$ cat config.mk
export PLATFORM = sky130hd
export DESIGN_NAME = zxbus_intgen
export DESIGN_NICKNAME = d
export VERILOG_FILES = /design/src/rtl/zxiznet_pkg.sv /design/src/rtl/zx_sync.sv /design/src/rtl/zxbus_intgen.sv
export SDC_FILE = /design/constraint.sdc
export NUM_CORES = 1
export LEC_CHECK = 0
export ABC_AREA = 1
export CAP_MARGIN = 20
export CORE_AREA = 10 10 53 72
export CTS_BUF_LIST = sky130_fd_sc_hd__clkbuf_8 sky130_fd_sc_hd__clkbuf_16
export CTS_CLUSTER_SIZE = 25
export DETAILED_ROUTE_END_ITERATION = 16
export DIE_AREA = 0 0 63 82
export GPL_TIMING_DRIVEN = 1
export SETUP_SLACK_MARGIN = 0.05
export SLEW_MARGIN = 0
export SYNTH_ARGS = -nofsm -noshare
export SYNTH_HDL_FRONTEND = slang
export SYNTH_SLANG_ARGS = --single-unit
$ cat constraint.sdc
create_clock -name clk -period 1.47 [get_ports clk]
set_input_delay 0.294 -clock clk [delete_from_list [all_inputs] [get_ports clk]]
set_output_delay 0.294 -clock clk [all_outputs]
set_load 0.03 [all_outputs]
$ cat src/rtl/zxiznet_pkg.sv
// Shared definitions for the ZX-bus interrupt generator: FSM encoding,
// parameter defaults and the counter sizing helper.
package zxiznet_pkg;

    localparam int SYNC_STAGES_DEF = 2;
    localparam int INT_LEN_DEF     = 32;
    localparam int HOLDOFF_DEF     = 64;

    typedef enum logic [1:0] {
        ST_IDLE    = 2'd0,
        ST_ASSERT  = 2'd1,
        ST_HOLDOFF = 2'd2
    } int_state_e;

    // One counter serves both phases, so it is sized for the longer of the two loads.
    function automatic int cnt_width(input int len_a, input int len_b);
        int longest;
        longest   = (len_a > len_b) ? len_a : len_b;
        cnt_width = $clog2(longest + 1);
    endfunction

endpackage

$ cat src/rtl/zx_sync.sv
// N-stage flip-flop synchroniser for one asynchronous input line, with a
// per-instance reset value so active-low lines can reset to their idle level.
module zx_sync #(
    parameter int   STAGES  = 2,
    parameter logic RST_VAL = 1'b0
) (
    input  logic clk_i,
    input  logic rst_i,
    input  logic d_i,
    output logic q_o
);

    logic [STAGES-1:0] sync_q;

    // Shift chain: bit 0 samples the raw line, the top bit is the safe output.
    always_ff @(posedge clk_i or posedge rst_i) begin
        if (rst_i) begin
            sync_q <= {STAGES{RST_VAL}};
        end else begin
            sync_q <= {sync_q[STAGES-2:0], d_i};
        end
    end

    assign q_o = sync_q[STAGES-1];

endmodule

$ cat src/rtl/zxbus_intgen.sv
// ZX-bus /INT generator: synchronises chip IRQs and Z80 acknowledge, reports
// the enabled-source status bit and shapes /INT into a bounded pulse with hold-off.
module zxbus_intgen
    import zxiznet_pkg::*;
#(
    parameter int SYNC_STAGES = SYNC_STAGES_DEF,
    parameter int INT_LEN     = INT_LEN_DEF,
    parameter int HOLDOFF     = HOLDOFF_DEF
) (
    input  logic clk,
    input  logic wrstb_n,
    input  logic ena_w5300_int,
    input  logic ena_sl811_int,
    input  logic ena_zxbus_int,
    input  logic w5300_int_n,
    input  logic sl811_intrq,
    input  logic zx_m1_n,
    input  logic zx_iorq_n,
    output logic zx_int_oe,
    output logic internal_int
);

    localparam int              CW        = cnt_width(INT_LEN, HOLDOFF);
    localparam logic [CW-1:0]   INT_LOAD  = CW'(INT_LEN - 1);
    localparam logic [CW-1:0]   HOLD_LOAD = CW'(HOLDOFF - 1);
    localparam logic [CW-1:0]   CNT_ZERO  = {CW{1'b0}};
    localparam logic [CW-1:0]   CNT_ONE   = CW'(1);

    logic w5300_sync_s;
    logic sl811_sync_s;
    logic m1_sync_s;
    logic iorq_sync_s;
    logic w5300_s;
    logic sl811_s;
    logic ack_s;
    logic req_s;

    logic       internal_int_q;
    logic       int_oe_q;
    int_state_e state_q;
    int_state_e state_d;
    logic [CW-1:0] cnt_q;
    logic [CW-1:0] cnt_d;

    // The W5300 line is active-low, so its chain resets to the inactive high level.
    zx_sync #(.STAGES(SYNC_STAGES), .RST_VAL(1'b1)) u_sync_w5300 (
        .clk_i (clk),
        .rst_i (wrstb_n),
        .d_i   (w5300_int_n),
        .q_o   (w5300_sync_s)
    );

    zx_sync #(.STAGES(SYNC_STAGES), .RST_VAL(1'b0)) u_sync_sl811 (
        .clk_i (clk),
        .rst_i (wrstb_n),
        .d_i   (sl811_intrq),
        .q_o   (sl811_sync_s)
    );

    zx_sync #(.STAGES(SYNC_STAGES), .RST_VAL(1'b0)) u_sync_m1 (
        .clk_i (clk),
        .rst_i (wrstb_n),
        .d_i   (zx_m1_n),
        .q_o   (m1_sync_s)
    );

    zx_sync #(.STAGES(SYNC_STAGES), .RST_VAL(1'b0)) u_sync_iorq (
        .clk_i (clk),
        .rst_i (wrstb_n),
        .d_i   (zx_iorq_n),
        .q_o   (iorq_sync_s)
    );

    assign w5300_s = ~w5300_sync_s;
    assign sl811_s = sl811_sync_s;
    assign ack_s   = ~m1_sync_s & ~iorq_sync_s;
    assign req_s   = (ena_w5300_int & w5300_s) | (ena_sl811_int & sl811_s);

    // Status bit and /INT enable register; /INT follows the next-state so it drops with reset.
    always_ff @(posedge clk or posedge wrstb_n) begin
        if (wrstb_n) begin
            internal_int_q <= 1'b0;
            int_oe_q       <= 1'b0;
        end else begin
            internal_int_q <= req_s;
            int_oe_q       <= (state_d == ST_ASSERT);
        end
    end

    // FSM state and shared phase counter.
    always_ff @(posedge clk or posedge wrstb_n) begin
        if (wrstb_n) begin
            state_q <= ST_IDLE;
            cnt_q   <= CNT_ZERO;
        end else begin
            state_q <= state_d;
            cnt_q   <= cnt_d;
        end
    end

    // Next-state: only ack, enable loss or timeout end a pulse; hold-off ignores requests.
    always_comb begin
        state_d = state_q;
        cnt_d   = cnt_q;
        case (state_q)
            ST_IDLE: begin
                if (internal_int_q && ena_zxbus_int) begin
                    state_d = ST_ASSERT;
                    cnt_d   = INT_LOAD;
                end else begin
                    state_d = ST_IDLE;
                end
            end
            ST_ASSERT: begin
                if (ack_s || !ena_zxbus_int || (cnt_q == CNT_ZERO)) begin
                    state_d = ST_HOLDOFF;
                    cnt_d   = HOLD_LOAD;
                end else begin
                    cnt_d   = cnt_q - CNT_ONE;
                end
            end
            ST_HOLDOFF: begin
                if (cnt_q == CNT_ZERO) begin
                    state_d = ST_IDLE;
                end else begin
                    cnt_d   = cnt_q - CNT_ONE;
                end
            end
            default: begin
                state_d = ST_IDLE;
                cnt_d   = CNT_ZERO;
            end
        endcase
    end

    assign zx_int_oe    = int_oe_q;
    assign internal_int = internal_int_q;

endmodule

==> summary.txt <==
Worst Path Class, Setup -> flop to flop
synthesized flop and latch total -> 19
synth unique cells -> 22
H-tree Lvls -> 1
warnings from Yosys -> 0
Mapped Cells -> 113
Die ar. -> 5170 µm²
post-synth top area cell -> dfrtp_1
DR vias -> 787
Worst Setup SP -> cnt_q[1]
Skew-Pair Late Insertion Delay -> 0.25 ns
Max rail drop VDD -> 0.854 mV
cts-stage hold buffer count -> 0
Vias/cell -> 4.50
Worst Hold Class -> flop to flop
area of the core -> 2560 µm²
Yosys top cell area share -> 43.7%
top-level port count -> 11
HP Start -> u_sync_sl811.sync_q[0]
CTS tree -> done
number of global-route vias before repair -> 787
# setup viols final -> 0
final wirelength -> 2040 µm
Final WS setup -> 0.0539 ns
reg2reg start -> cnt_q[1]
Crit. End Element -> flop
routing usage on met1 -> 7.97%
Seq/Total Area, Yosys -> 49.1%
first-pass GRT wire length -> 3290 µm
Final Cycle Share -> 96.3%
nets@finish -> 151
RSZ-0062 raised after global routing -> yes
synthesized area per cell -> 8.61 µm²
met2 GRT Util -> 14.5%
gpl congestion -> 0.871
router iterations before antenna repair -> 3
wire length per cell -> 11.7 µm
DRT iter0 DRCs -> 6
M3 GR Usage -> 1.50%
Clock transition at path regs -> 0.07 ns
Worst Tran Pin Value -> 0.308 ns
final-report hold violation count -> 0
dpl hpwl -> 1510 µm
root buf cell -> clkbuf_8
Place WS -> -0.0915 ns
Max-slew headroom -> 79.5%
Die Width -> 63 µm
Leakage Power -> 0.629 nW
GRT Residual Overflow -> 0
post-layout util -> 52.2%
max-slew violations -> 0
clk sinks -> 19
syn_nets -> 124
I/O Buffers -> 10
pwr/cell area -> 1640 nW/µm²
Arrival @ worst endpoint -> 1.56 ns
fmax -> 0.706 GHz
Layout area overhead -> 37.1%
Synth area leaders -> dfrtp_1, nand2_1, dfstp_2
Most Used Layer, Global Route -> met2
synthesized area -> 973 µm²
TritonCTS buffer count -> 3
FP Rows -> 22
initial antenna violation count -> 0
initial core utilization -> 38.0%
# DRC -> 0
Die Ht -> 82 µm
layout cells sized above 1 -> 32.4%
clk_skew -> 0.00152 ns
maximum root-to-sink buffer count -> 2
GRT Overall Usage -> 7.84%
minimum clock period -> 1.42 ns
Final ANT Viol Nets -> 0
critical path peak fanout -> 6
crit start category -> flop
outcome -> completed
n_diodes -> 0
total power -> 0.00219 W
max_cap viols -> 0
largest net degree at the start of global routing -> 20
WP data required -> 1.61 ns
[routing by layer]
layer | part of all wire (%) | wire, µm
met4 | 0.78 | 16
met1 | 43 | 877
met2 | 54 | 1100
met3 | 2.4 | 49
met5 | 0 | 0
[Yosys cell counts (all sizes together)]
master	instances
ha	2
dfstp	2
clkinv	1
nand3	11
inv	16
xnor2	1
xor2	1
dfrtp	17
nor2	17
nand4	4
o32ai	2
o21ai	3
nand2	36
[cell type report]
| type | count | area, µm² |
|---|---|---|
| fillers | 243 | 1220 |
| clock buffers | 3 | 41.3 |
| repair buffers | 22 | 188 |
| flip-flops and latches | 19 | 478 |
| inverters | 17 | 63.8 |
| multi-input cells | 77 | 515 |
| clock inverters | 1 | 3.75 |
| well taps | 36 | 45.0 |
[power breakdown]
| part | internal, W | total [W] | switching (W) |
|---|---|---|---|
| Clock | 0.000185 | 0.000343 | 0.000158 |
| Sequential | 0.000639 | 0.000771 | 0.000132 |
| Combinational | 0.000454 | 0.00108 | 0.000627 |
[worst paths after layout]
check | endpoint | slack [ns] | cells after the start
max | cnt_q[2] | 0.05 | 9
min | u_sync_sl811.sync_q[1] | 0.35 | 0
max reg2reg | cnt_q[2] | 0.05 | 9
min reg2reg | u_sync_sl811.sync_q[1] | 0.35 | 0
max in group asynchronous | u_sync_w5300.sync_q[0] | 0.85 | 3
min in group asynchronous | cnt_q[3] | 0.36 | 3
[per-stage QoR]
step                setup TNS [ns]  instances  hold slack, ns  cell area [µm²]
floorplan                        0        113           0.244              973
global placement            -0.240        164           0.335             1160
detailed placement          -0.350        164           0.343             1160
CTS                              0        168           0.361             1200
global route               -0.0495        175           0.364             1340
finish                           0        175           0.355             1340
[worst max-delay path: stages, from the launching register on]
cell,delay (ns)
dfrtp_1,0.41
inv_2,0.11
ha_4,0.14
inv_2,0.04
nor2_4,0.12
nand3_4,0.13
nor2_4,0.16
nor2_4,0.07
nor2_1,0.09
nor2_1,0.05
[repair_timing]
action                     in CTS  in global routing
setup endpoints to repair       3                  7
pin swaps                       0                  6
resized for setup               3                 18
buffers inserted                0                  7
[registers in the layout, summed over array words and instances (netlist names)]
register             flops
cnt_q                    7
internal_int             1
state_q                  2
u_sync_iorq.sync_q       2
u_sync_m1.sync_q         2
u_sync_sl811.sync_q      2
u_sync_w5300.sync_q      2
zx_int_oe                1
[cell families after synthesis]
| logic type | share of synthesized area, % |
|---|---|
| AOI/OAI and AO/OA | 4.50 |
| and+or+nand+nor | 35.5 |
| buffers and inverters | 6.55 |
| xor gates and xnor gates | 1.80 |
| adders and majority gates | 2.57 |
| DFF | 49.1 |
[cell usage in the layout (no fill, tap or decap)]
master / synthesis / final
clkbuf_8: 0 / 3
nand3_2: 1 / 3
inv_1: 12 / 10
nand4_1: 3 / 3
nor2_4: 4 / 5
xnor2_1: 1 / 1
dfstp_2: 2 / 2
nor2_1: 11 / 9
xor2_1: 1 / 1
o21ai_1: 1 / 1
inv_2: 4 / 7
clkinv_1: 1 / 1
dfrtp_1: 17 / 17
dlygate4sd2_1: 0 / 2
o21ai_0: 1 / 1
nand3_1: 9 / 6
nand2_1: 33 / 32
nand4_4: 0 / 1
o21ai_4: 1 / 1
nand2_2: 3 / 1
nand2_4: 0 / 3
clkdlybuf4s50_1: 0 / 8
ha_4: 0 / 2
nand3_4: 1 / 2
buf_4: 0 / 12
o32ai_1: 2 / 2
nor2_2: 2 / 3
(Power assumes the default switching activity.)
